**src/rtl/mem_pending_tracker.sv**
```systemverilog
// Per-channel request/response stage: 2-entry request FIFO toward memory,
// response pass-through, and an outstanding-read counter with sticky underflow flag.
module mem_pending_tracker #(
    parameter int WORD_SIZE   = 4,
    parameter int ADDR_WIDTH  = 30,
    parameter int TAG_WIDTH   = 8,
    parameter int MAX_PENDING = 16,
    localparam int CNT_W      = $clog2(MAX_PENDING + 1)
) (
    input  logic                     clk,
    input  logic                     reset,

    input  logic                     in_req_valid,
    output logic                     in_req_ready,
    input  logic                     in_req_rw,
    input  logic [WORD_SIZE-1:0]     in_req_byteen,
    input  logic [ADDR_WIDTH-1:0]    in_req_addr,
    input  logic [WORD_SIZE*8-1:0]   in_req_data,
    input  logic [TAG_WIDTH-1:0]     in_req_tag,

    output logic                     out_req_valid,
    input  logic                     out_req_ready,
    output logic                     out_req_rw,
    output logic [WORD_SIZE-1:0]     out_req_byteen,
    output logic [ADDR_WIDTH-1:0]    out_req_addr,
    output logic [WORD_SIZE*8-1:0]   out_req_data,
    output logic [TAG_WIDTH-1:0]     out_req_tag,

    input  logic                     out_rsp_valid,
    input  logic [WORD_SIZE*8-1:0]   out_rsp_data,
    input  logic [TAG_WIDTH-1:0]     out_rsp_tag,
    output logic                     out_rsp_ready,

    output logic                     in_rsp_valid,
    output logic [WORD_SIZE*8-1:0]   in_rsp_data,
    output logic [TAG_WIDTH-1:0]     in_rsp_tag,
    input  logic                     in_rsp_ready,

    input  logic                     drain,
    output logic                     idle,
    output logic [CNT_W-1:0]         pending_count,
    output logic                     underflow_err
);

    typedef struct packed {
        logic                   rw;
        logic [WORD_SIZE-1:0]   byteen;
        logic [ADDR_WIDTH-1:0]  addr;
        logic [WORD_SIZE*8-1:0] data;
        logic [TAG_WIDTH-1:0]   tag;
    } req_t;

    localparam logic [CNT_W-1:0] MAX_CNT = CNT_W'(MAX_PENDING);

    req_t             buf_q [2];
    req_t             in_entry;
    req_t             head;
    logic             rd_ptr;
    logic             wr_ptr;
    logic [1:0]       buf_cnt;
    logic [CNT_W-1:0] pending_q;
    logic             err_q;
    logic             push;
    logic             pop;
    logic             read_fire;
    logic             rsp_fire;

    assign in_entry = '{rw: in_req_rw, byteen: in_req_byteen, addr: in_req_addr,
                        data: in_req_data, tag: in_req_tag};

    // Ready is independent of out_req_ready so the upstream path has no
    // combinational dependency on the memory side.
    assign in_req_ready = reset & (buf_cnt != 2'd2) & (pending_q < MAX_CNT) & ~drain;
    assign push         = in_req_valid & in_req_ready;
    assign pop          = out_req_valid & out_req_ready;
    assign read_fire    = push & ~in_req_rw;
    assign rsp_fire     = out_rsp_valid & in_rsp_ready;

    assign head           = buf_q[rd_ptr];
    assign out_req_valid  = (buf_cnt != 2'd0);
    assign out_req_rw     = head.rw;
    assign out_req_byteen = head.byteen;
    assign out_req_addr   = head.addr;
    assign out_req_data   = head.data;
    assign out_req_tag    = head.tag;

    assign in_rsp_valid  = out_rsp_valid;
    assign in_rsp_data   = out_rsp_data;
    assign in_rsp_tag    = out_rsp_tag;
    assign out_rsp_ready = in_rsp_ready;

    assign pending_count = pending_q;
    assign underflow_err = err_q;
    assign idle          = (pending_q == '0) && (buf_cnt == 2'd0);

    always_ff @(posedge clk) begin
        if (push) begin
            buf_q[wr_ptr] <= in_entry;
        end
    end

    always_ff @(posedge clk) begin
        if (!reset) begin
            rd_ptr  <= 1'b0;
            wr_ptr  <= 1'b0;
            buf_cnt <= 2'd0;
        end else begin
            if (push) wr_ptr <= ~wr_ptr;
            if (pop)  rd_ptr <= ~rd_ptr;
            buf_cnt <= buf_cnt + 2'(push) - 2'(pop);
        end
    end

    // A response at zero with a coincident read is treated as balanced.
    always_ff @(posedge clk) begin
        if (!reset) begin
            pending_q <= '0;
            err_q     <= 1'b0;
        end else if (read_fire && !rsp_fire) begin
            pending_q <= pending_q + CNT_W'(1);
        end else if (rsp_fire && !read_fire) begin
            if (pending_q == '0) begin
                err_q <= 1'b1;
            end else begin
                pending_q <= pending_q - CNT_W'(1);
            end
        end
    end

endmodule

```
**config.mk**
```make
export PLATFORM = sky130hd
export DESIGN_NAME = mem_pending_tracker
export DESIGN_NICKNAME = d
export VERILOG_FILES = /design/src/rtl/mem_pending_tracker.sv
export SDC_FILE = /design/constraint.sdc
export NUM_CORES = 1
export LEC_CHECK = 0
export CORE_UTILIZATION = 47
export CTS_CLUSTER_SIZE = 12
export DETAILED_ROUTE_END_ITERATION = 16
export PLACE_DENSITY = 0.93
export SLEW_MARGIN = 20
export SYNTH_ARGS = -nofsm -noshare
export SYNTH_HDL_FRONTEND = slang
export SYNTH_SLANG_ARGS = --single-unit
export TNS_END_PERCENT = 5
```
**constraint.sdc**
```tcl
create_clock -name clk -period 8.8 [get_ports clk]
set_clock_uncertainty 0.05 [all_clocks]
set_input_delay 1.76 -clock clk [delete_from_list [all_inputs] [get_ports clk]]
set_output_delay 1.76 -clock clk [all_outputs]
set_load 0.02 [all_outputs]
```
Word level (Yosys, flattened, before mapping)

Memory sizes are Yosys's and may differ from the RTL's. A register that Yosys moved wholly into a read port is not among the register bits.
Cells that the tools add are included.
Widths: inputs -> output; s select.

Add/subtract/negate cells: 4
Magnitude comparators: 1
Eq/ne operators: 2
Muxes and demuxes: 7
Bitwise operators: 12
Reduce and logical (&&, ||, !) cells: 11

Operator list:

| cell                | number |
|---|---|
| $mux 5              | 3 |
| $and 1x1->1         | 7 |
| $add 5x1->5 const B | 1 |
| $logic_not 5->1     | 1 |
| $lt 5x5->1 const B  | 1 |
| $not 1->1           | 5 |
| $sub 5x1->5 const B | 1 |
| $mux 1              | 4 |
| $reduce_bool 2->1   | 2 |
| $logic_and 1x1->1   | 3 |
| $reduce_and 3->1    | 1 |
| $add 2x1->2         | 1 |
| $logic_not 1->1     | 2 |
| $logic_not 2->1     | 1 |
| $ne 2x1->1 const B  | 1 |
| $ne 2x2->1 const B  | 1 |
| $reduce_and 2->1    | 1 |
| $sub 2x1->2         | 1 |

Bits in registers: 10
Bits in writable memories: 150
Bits of input ports: 122
Logic and storage cells: 43
Memories kept: 1

Memories:

| memory | words | width | read ports | clocked after Yosys merged registers in | wr ports | RTL line | RTL |
|---|---|---|---|---|---|---|---|
| buf_q  | 2     | 75    | 1          | 1                                       | 1        | 55       | `req_t buf_q [2];` |

Depth between registers and ports, before layout

Depth after elaboration: 10
Depth in mapped cells: 12
Depth with buffers taken out: 11

Least setup slack after synthesis

OpenSTA, ideal clock, no wires.

Path kind: input to register
From: input port reset
To: memory buf_q[0][0] in the netlist's numbering, enable pin
Setup time: 511 ps
Arrival time: 5,594 ps
Data required time: 8,239 ps
Path slack: 2,645 ps
Stages: 4
Buffers on the path: 1
Cells stage by stage: nand2b_1 or4b_4 buf_6 nor2_1

Longest elaborated chain between the ends: 6

Ends and longest elaborated chain:

| element                      | RTL line | RTL |
|---|---|---|
| start: declaration           | 11       | `input logic reset,` |
| $and 1x1->1 (3 in series)    | 73       | `assign in_req_ready = reset & (buf_cnt != 2'd2) & (pending_q < MAX_CNT) & ~drain;` |
| $and 1x1->1                  | 74       | `assign push = in_req_valid & in_req_ready;` |
| $mux 1                       | 97       | `if (push) begin` |
| $mux 1 (not written as such) | 98       | `buf_q[wr_ptr] <= in_entry;` |
| end: declaration             | 55       |  |

Every way passes these cells.

Worst setup path in the final report

From: input port reset
To: output port in_req_ready

Longest elaborated chain between the ends: 3

Ends and longest elaborated chain:

| element                   | RTL line | RTL |
|---|---|---|
| $and 1x1->1 (3 in series) | 73       |  |
| end: declaration          | 14       | `output logic in_req_ready,` |

Every way passes these cells.

==> results.py <==
metrics = {
    "routing": {
        "drt_first_pass_iters": 4,
        "via_per_inst": 4.97,
        "drc": 0,
        "drt_iter0_drc": 208,
        "wirelength_um": 12200,
        "postRouteAntennaNets": 0,
        "wire_per_inst_um": 18.0,
        "vias": 3378,
    },
    "finish": {
        "fillers": 938,
        "final_common_cell": "clkdlybuf4s50_1",
        "layout-drive-gt1-share_pct": 22.0,
        "diodes": 0,
        "finalNetCount": 622,
        "final_cell_mix": "167 x clkdlybuf4s50_1, 150 x edfxtp_1, 75 x mux2_2, 17 x clkbuf_16, 10 x dfxtp_1",
        "syn_to_final_growth_pct": 33.4,
    },
    "worst_setup_path": {
        "reg2reg_to": "pending_count[4]",
        "critPathBufInv": 2,
        "crit_family": "buffers and inverters",
        "cp.depth": 4,
        "critPathMaxStageDelay_ns": 0.63,
        "critical_path.cell_chain": "clkdlybuf4s50_1 -> nand2b_1 -> nor3_1 -> clkdlybuf4s50_1",
        "crit_path_end_kind": "primary output",
        "crit_path_start": "reset",
        "crit_arrival_ns": 3.20,
        "crit_fanout": 5,
        "crit_required_ns": 6.99,
        "r2r-start": "pending_count[4]",
        "cp-start-kind": "primary input",
        "critical_path_class": "in2out",
        "crit_slowest_cell": "clkdlybuf4s50_1",
        "path_common_cell": "clkdlybuf4s50_1",
        "critPathCapture": "in_req_ready",
        "r2r_cells": 11,
        "reg2reg_slack_ns": 5.74,
    },
    "yosys": {
        "yosys.area.top_type": "edfxtp_1",
        "synth_edf_count": 150,
        "synth_seq_cells": 161,
        "synth_mux_area_share_pct": 13.2,
        "synth_fa_ha_area_share_pct": 1.88,
        "synth-xor-area-share_pct": 1.10,
        "synth_ff_type": "edfxtp_1",
        "synth_top_family_by_area": "multiplexers",
        "ys_warn_count": 0,
        "async_reset_ff_share_pct": 0,
        "yosysSeqAreaShare_pct": 74.0,
        "synth_cell_types": 32,
        "synth_area_um2": 6390,
        "synthSimpleGateAreaFrac_pct": 2.62,
        "synthTopCellsByArea": "edfxtp_1 71%, mux2_2 13%, buf_4 4.9%, dfxtp_1 3.4%, ha_1 1.6%",
        "synth-compound-area-share_pct": 0.999,
        "synth_top_area_share_pct": 70.5,
        "synth.avg_cell_area_um2": 18.0,
        "synth_nets": 485,
        "synthCells": 354,
    },
    "clocking": {
        "numCtsBuffers": 17,
        "cts_post_setup_buffers_inserted": 0,
        "htree_num_levels": 4,
        "tritoncts": "done",
        "clockRootBuffer": "clkbuf_16",
        "cts_hold_buf": 0,
        "clk_path_buf_depth": 2,
        "clk_latency_ns": 0.41,
        "cts_resized": 0,
        "cts_sinks": 161,
        "path_clk_slew_ns": 0.06,
    },
    "timing": {
        "final-hold-violation-count": 0,
        "rsz0062_at_grt": "false",
        "layout_setup_ws_ns": 3.79,
        "finalMaxSlewViolations": 0,
        "hold_ws_ns": 0.446,
        "tightest_slew_ns": 0.989,
        "setup_viol": 0,
        "max_slew_margin_pct": 34.1,
        "fin_crit_sh_pct": 57.0,
        "finalSetupTns_ns": 0,
        "finalCriticalPeriod_ns": 5.01,
        "fmaxAchievable_mhz": 199,
    },
    "global_route": {
        "grt_pass1_vias": 3746,
        "grt_overflow": 0,
        "grt_max_degree": 76,
        "antenna_found_initial": 0,
        "grt_pass1_wl_um": 18900,
        "grt.total_usage_pct": 18.1,
    },
    "floorplan": {
        "fp.dieH_um": 119,
        "die_width_um": 119,
        "initial_core_util_pct": 48.2,
        "num_rows": 42,
        "ios": 248,
        "core_um2": 13200,
        "dieArea_um2": 14100,
    },
    "pwr": {
        "vdd_drop_max_mv": 0.227,
        "power_density_nw_per_um2": 278,
        "p_leak_nw": 2.86,
    },
    "place": {
        "place_ws_ns": 3.80,
        "hpwl_um": 8060,
        "place.gp.congestion": 0.756,
        "portBuffers": 167,
    },
    "status": {
        "status": "complete, no violations",
    },
    "flow_run": {
        "max-cap-violations": 0,
    },
    "min_path": {
        "worstHoldPathType": "reg2reg",
    },
}
==> sequential cells by signal (all words and copies together), names as in the netlist, named ones only <==
| name | flops |
|---|---|
| rd_ptr | 1 |
| pending_count | 5 |
| underflow_err | 1 |
| buf_cnt | 2 |
| wr_ptr | 1 |
| buf_q | 150 |
==> worst min-delay path by stage <==
stage	start	endpoint	slack, ns	cells after the start
global route	underflow_err	underflow_err	0.50	2
global placement	underflow_err	underflow_err	0.43	2
floorplan	rd_ptr	register	0.43	2
finish	underflow_err	underflow_err	0.45	2
detailed placement	underflow_err	underflow_err	0.43	2
CTS	underflow_err	underflow_err	0.44	2
==> final cells by class <==
cell class	count	area, um^2	area share (%)
clock buffer	20	437	5.12
clock inverter	12	135	1.59
inverter	9	33.8	0.396
multi-input combinational	133	1280	15.0
sequential	161	4730	55.5
tap	176	220	2.58
timing repair buffer	169	1690	19.8
==> synthesized netlist by cell type, drive strengths merged, types with 2 or more instances <==
cell type,count
a211oi,2
nor2,11
mux2,75
dfxtp,11
a21oi,4
nand3,2
nand2,6
edfxtp,150
and2,3
a311oi,2
xnor2,7
inv,8
ha,8
or2,2
clkbuf,3
buf,48
==> cells by family after synthesis <==
family	count (synthesis)
multiplexers	75
adder cells (fa/ha/maj)	9
AO/OA/AOI/OAI	10
flip-flops	161
buffers and inverters	60
AND/OR/NAND/NOR	31
XOR/XNOR	8
==> worst min-delay path, delay by kind of cell (launching register included) <==
family           cells  cell delay [ns]
AO/OA/AOI/OAI        1             0.05
flip-flops           1             0.35
AND/OR/NAND/NOR      1             0.07
==> metrics by stage <==
step | cell area [um^2] | utilization [%] | total power, W | instances
2_1_floorplan | 6390 | - | 0.00140 | 354
3_3_place_gp | 7950 | 60.0 | 0.00166 | 648
3_5_place_dp | 7950 | 60.0 | 0.00169 | 648
4_1_cts | 8520 | 64.4 | 0.00239 | 680
5_1_grt | 8520 | 64.4 | 0.00246 | 680
6_report | 8520 | 64.4 | 0.00237 | 680
==> where the power goes <==
| part | internal [W] | switching, W | leakage, nW |
|---|---|---|---|
| sequential | 0.000900 | 0.0000753 | 1.45 |
| combinational | 0.000376 | 0.000319 | 1.14 |
| clock | 0.000419 | 0.000281 | 0.271 |
==> metal layers <==
metal	routed length, um	track usage [%]	up-vias
met3	807	5.79	39
met1	4650	19.7	1617
met2	6380	31.5	161
met5	0	0	-
met4	392	9.49	0
li1	-	-	1561
No activity file was read; power rests on OpenSTA's default activity.
